**src/rtl/inst_fetch_unit.sv**
```systemverilog
// rtl/inst_fetch_unit.sv - npc fetch stage: PC, imem handshake, next-PC on commit, sticky faults
module inst_fetch_unit #(
  parameter logic [31:0] RESET_PC = 32'h8000_0000,
  parameter int          TIMEOUT  = 256
) (
  input  logic        clk,
  input  logic        rst,
  output logic        imem_req_valid,
  input  logic        imem_req_ready,
  output logic [31:0] imem_req_addr,
  input  logic        imem_rsp_valid,
  input  logic [31:0] imem_rsp_data,
  input  logic        imem_rsp_err,
  output logic        inst_valid,
  output logic [31:0] inst,
  output logic [31:0] inst_pc,
  input  logic        commit_valid,
  input  logic        pc_asrc,
  input  logic        pc_bsrc,
  input  logic [31:0] imm,
  input  logic [31:0] src1,
  input  logic        halt_req,
  output logic        fault,
  output logic [1:0]  fault_cause,
  output logic [31:0] fault_pc
);

  localparam int TW = (TIMEOUT > 0) ? $clog2(TIMEOUT + 1) : 1;
  localparam logic [TW-1:0] TLAST = TW'((TIMEOUT > 0) ? (TIMEOUT - 1) : 0);

  typedef enum logic [2:0] {
    S_IDLE,
    S_REQ,
    S_WAIT,
    S_HOLD,
    S_FAULT
  } state_t;

  state_t        r_state;
  logic [31:0]   r_pc;
  logic [31:0]   r_inst;
  logic [TW-1:0] r_timer;
  logic [1:0]    r_cause;
  logic [31:0]   r_fault_pc;

  logic [31:0] w_base;
  logic [31:0] w_addend;
  logic [31:0] w_sum;
  logic [31:0] w_next;
  logic        w_misaligned;
  logic        w_expire;

  assign w_base   = pc_bsrc ? src1 : r_pc;
  assign w_addend = pc_asrc ? imm : 32'd4;
  assign w_sum    = w_base + w_addend;
  // JALR targets drop bit 0 before the alignment check.
  assign w_next       = {w_sum[31:1], w_sum[0] & ~pc_bsrc};
  assign w_misaligned = (w_next[1:0] != 2'b00);
  assign w_expire     = (TIMEOUT != 0) && (r_timer == TLAST);

  always_ff @(posedge clk or posedge rst) begin
    if (rst) begin
      r_state    <= S_IDLE;
      r_pc       <= RESET_PC;
      r_inst     <= 32'd0;
      r_timer    <= '0;
      r_cause    <= 2'b00;
      r_fault_pc <= 32'd0;
    end else begin
      case (r_state)
        S_IDLE: begin
          if (!halt_req) r_state <= S_REQ;
        end
        S_REQ: begin
          if (imem_req_ready) begin
            r_state <= S_WAIT;
            r_timer <= '0;
          end
        end
        S_WAIT: begin
          if (r_timer != '1) r_timer <= r_timer + TW'(1);
          // A response arriving in the expiry cycle takes priority over the timeout.
          if (imem_rsp_valid && !imem_rsp_err) begin
            r_inst  <= imem_rsp_data;
            r_state <= S_HOLD;
          end else if (imem_rsp_valid) begin
            r_cause    <= 2'b01;
            r_fault_pc <= r_pc;
            r_state    <= S_FAULT;
          end else if (w_expire) begin
            r_cause    <= 2'b10;
            r_fault_pc <= r_pc;
            r_state    <= S_FAULT;
          end
        end
        S_HOLD: begin
          if (commit_valid) begin
            if (w_misaligned) begin
              r_cause    <= 2'b11;
              r_fault_pc <= w_next;
              r_state    <= S_FAULT;
            end else begin
              r_pc    <= w_next;
              r_state <= halt_req ? S_IDLE : S_REQ;
            end
          end
        end
        default: r_state <= S_FAULT;
      endcase
    end
  end

  assign imem_req_valid = (r_state == S_REQ);
  assign imem_req_addr  = r_pc;
  assign inst_valid     = (r_state == S_HOLD);
  assign inst           = r_inst;
  assign inst_pc        = r_pc;
  assign fault          = (r_state == S_FAULT);
  assign fault_cause    = r_cause;
  assign fault_pc       = r_fault_pc;

endmodule

```
**config.mk**
```make
export PLATFORM = sky130hd
export DESIGN_NAME = inst_fetch_unit
export DESIGN_NICKNAME = d
export VERILOG_FILES = /design/src/rtl/inst_fetch_unit.sv
export SDC_FILE = /design/constraint.sdc
export NUM_CORES = 1
export LEC_CHECK = 0
export BUFFER_PORTS_ARGS = -buffer_cell sky130_fd_sc_hd__buf_2
export CORE_MARGIN = 2
export CORE_UTILIZATION = 35
export CTS_BUF_LIST = sky130_fd_sc_hd__clkbuf_2 sky130_fd_sc_hd__clkbuf_4 sky130_fd_sc_hd__clkbuf_8
export DETAILED_ROUTE_END_ITERATION = 8
export GPL_TIMING_DRIVEN = 1
export PLACE_DENSITY_LB_ADDON = 0.1
export SYNTH_ARGS = -nofsm -noshare
export SYNTH_HDL_FRONTEND = slang
export SYNTH_SLANG_ARGS = --single-unit
```
**constraint.sdc**
```tcl
create_clock -name clk -period 12.2 [get_ports clk]
set_input_delay 3.66 -clock clk [delete_from_list [all_inputs] [get_ports clk]]
set_output_delay 3.66 -clock clk [all_outputs]
set_load 0.01 [all_outputs]
```
==> results.yml <==
run_status:
  status: "complete, no violations"
clock_network:
  postCtsSetupBuffers: 0
  insertion_delay_ns: 0.41
  numCtsBuffers: 9
  cts.sinks: 110
  cts-hold-fix-buffers: 0
  cts-root-buf: "clkbuf_8"
  clock_path_buffers: 2
  cts-htree-levels: 3
  cts.repair.resized: 0
  cts_tree: "built"
  clkTransAtPathRegs_ns: 0.11
yosys:
  yosysTopAreaCell: "dfrtp_1"
  ys_top_cells_by_area: "dfrtp_1 (38%), mux2_2 (12%), ha_1 (6.0%), nand2_1 (4.8%), o21ai_0 (3.7%)"
  yosysTopAreaCellShare_pct: 38.2
  yosysSeqAreaShare_pct: 38.6
  ys_warn_count: 0
  ys.flop_type: "dfrtp_1"
  async_flop_share_pct: 100
  syn_area_sq_mm: 0.00714
  synthTopCellsByCount: "dfrtp_1 (109), nand2_1 (92), mux2_2 (75), o21ai_0 (53), nor2_1 (50)"
  synth-seq-cells: 110
  synth_edf_count: 0
  synthesis.nets: 914
  yosysMostFrequentCell: "dfrtp_1"
  syn_avg_cell_area_sq_um: 9.22
  synth_cell_types: 60
  postSynthCellCount: 774
route:
  m1WireLength_mm: 9.83
  antenna_left: 0
  routed_wirelength_mm: 20.2
  dr.pass1.iters: 4
  wl_per_cell_um: 16.5
  wl_met3_um: 993
  drc: 0
  vias: 6120
  drt-vias-per-instance: 5.00
  wl_met2_mm: 9.06
  drtIter0Drc: 247
  highest_layer: "met5"
hold_path:
  hp-class: "reg -> reg"
  holdPathStages: 2
  min_to: "fault_pc[29]$_DFFE_PP0P_"
  min-delay-start: "fault_pc[29]$_DFFE_PP0P_"
final_layout:
  area_growth_pct: 19.6
  nNetsFinal: 1090
  fin_util_pct: 42.5
  antennaDiodeCount: 0
  drive_above_1_share_pct: 36.6
floorplanning:
  die_y_um: 147
  io-pin-count: 238
  die_w_um: 147
  dieArea_sq_mm: 0.0216
  core_area_sq_mm: 0.0201
  start_util_pct: 35.5
  rows: 52
sta:
  period_needed_ns: 7.31
  hold_viol_final: 0
  fin_crit_sh_pct: 59.9
  setup_tns_ns: 0
  worst_pin_slew_ns: 0.990
  layout_setup_ws_ns: 4.89
  slew_violations: 0
  grt_setup_unrepaired: "false"
  relSlewSlack_pct: 34.0
  setup_viol: 0
  timing.fmax_ghz: 0.137
  skew_ns: 0.0202
critical_path:
  cp-start-kind: "primary input"
  critical-path-slowest-cell: "buf_2"
  endpoint_kind: "flip-flop"
  regToRegStartpoint: "imem_req_addr[0]$_DFFE_PP0P_"
  cp.required_ns: 12.49
  ff2ff_path_depth: 11
  crit_fanout: 33
  r2r_end: "fault_pc[24]$_DFFE_PP0P_"
  worst-setup-path-type: "in -> reg"
  path_buf_inv: 1
  max_stage_delay_ns: 0.69
  critPathTopFamily: "compound AO/OA/AOI/OAI gates"
  arrival_ns: 7.59
  path_cells: "buf_2, mux2_2, ha_1, fa_1, a211oi_1, o21ai_0, a41o_1, a41oi_1, o21ai_1, a31oi_1, mux2i_1, nand3_1"
  r2r_slack_ns: 8.55
pwr:
  pwr-share-seq_pct: 39.5
  p_leak_nw: 4.39
  power_frac_clock_pct: 16.5
  p_comb_share_pct: 44.0
  ir_worst_vdd_mv: 0.0812
  power_density_mw_per_mm2: 182
  p_sw_share_pct: 40.8
  switchingPower_mw: 0.637
  p_int_mw: 0.922
place:
  hpwl_mm: 14.3
  port_buffers: 237
  place_ws_ns: 4.46
  gp_routability_congestion: 0.832
global_route:
  grt-ovfl-total: 0
  track_usage_pct: 18.4
  grt_pass1_vias: 5838
  grt_pass1_wl_mm: 31.6
  antenna_found_initial: 1
  grt_max_degree: 74
flow_run:
  timing.max_cap.violations: 0
-- worst max path at each step --
stage | start | to | slack [ns] | depth (start not counted)
after global routing | pc_bsrc | fault_pc[24]$_DFFE_PP0P_ | 4.58 | 12
final | pc_bsrc | fault_pc[24]$_DFFE_PP0P_ | 4.89 | 12
after detailed placement | pc_bsrc | fault_pc[24]$_DFFE_PP0P_ | 4.46 | 12
after CTS | pc_bsrc | fault_pc[24]$_DFFE_PP0P_ | 4.87 | 12
after global placement | pc_bsrc | fault_pc[24]$_DFFE_PP0P_ | 4.58 | 12
after floorplan | pc_bsrc | fault_pc[24]$_DFFE_PP0P_ | 5.17 | 13
-- layer usage --
layer	global-route usage (%)	up-vias
met2	28.9	171
met3	2.45	18
li1	-	3044
met5	0	-
met1	26.6	2885
met4	5.00	2
-- final cells by class --
cell class | instances | area [sq um]
Fill cell | 2020 | 11600
Multi-Input combinational cell | 574 | 3940
Sequential cell | 110 | 2750
Timing Repair Buffer | 243 | 1230
Tap cell | 270 | 338
Clock buffer | 9 | 124
Clock inverter | 7 | 101
Inverter | 12 | 47.5
-- power groups by stage --
stage	Combinational, mW	Sequential (mW)	Clock, mW
after floorplan	0.412	0.667	0
after global placement	0.694	0.622	0
after detailed placement	0.694	0.624	0
after CTS	0.696	0.617	0.265
after global routing	0.761	0.639	0.280
final	0.686	0.615	0.257
-- registers in the layout, indices dropped and copies added, names as in the netlist --
signal / cells
fault_pc: 32
fault_cause: 2
r_state: 3
r_timer: 9
imem_req_addr: 32
inst: 32
-- cells in the final DEF, fill, tap and decap left out, types with 7 or more instances in the layout --
cell	count
buf_2	237
dfrtp_1	109
nand2_1	92
mux2_2	75
o21ai_0	53
nor2_1	50
a21oi_1	48
ha_1	34
and2_1	33
and3_1	19
nand3_1	17
xor2_1	16
xnor2_1	15
nor3_1	15
a31oi_1	15
inv_1	10
clkbuf_8	9
o31ai_1	8
mux2i_1	7
-- cells by family (layout without fill, tap and decap cells) --
| family | count (synthesis) | in the layout | synth area share (%) |
|---|---|---|---|
| muxes | 82 | 82 | 12.8 |
| DFF | 110 | 110 | 38.6 |
| adders and majority gates | 35 | 35 | 6.24 |
| AOI/OAI and AO/OA | 179 | 179 | 15.9 |
| xor gates and xnor gates | 31 | 31 | 3.80 |
| and+or+nand+nor | 247 | 247 | 16.2 |
| buffers and inverters | 90 | 271 | 6.43 |
-- per-stage QoR --
stage | hold WS (ns) | cell area (sq um) | instances | power, mW
2_1_floorplan | 0.443 | 7140 | 774 | 1.08
3_3_place_gp | 0.459 | 8310 | 1209 | 1.32
3_5_place_dp | 0.461 | 8310 | 1209 | 1.32
4_1_cts | 0.492 | 8540 | 1225 | 1.58
5_1_grt | 0.520 | 8540 | 1225 | 1.68
6_report | 0.491 | 8540 | 1225 | 1.56
-- worst min-delay path: stages (launching register included) --
cell and delay [ns]:
dfrtp_1 0.36, nand2_1 0.05, nand3_1 0.06
No activity file was read; power rests on OpenSTA's default activity.
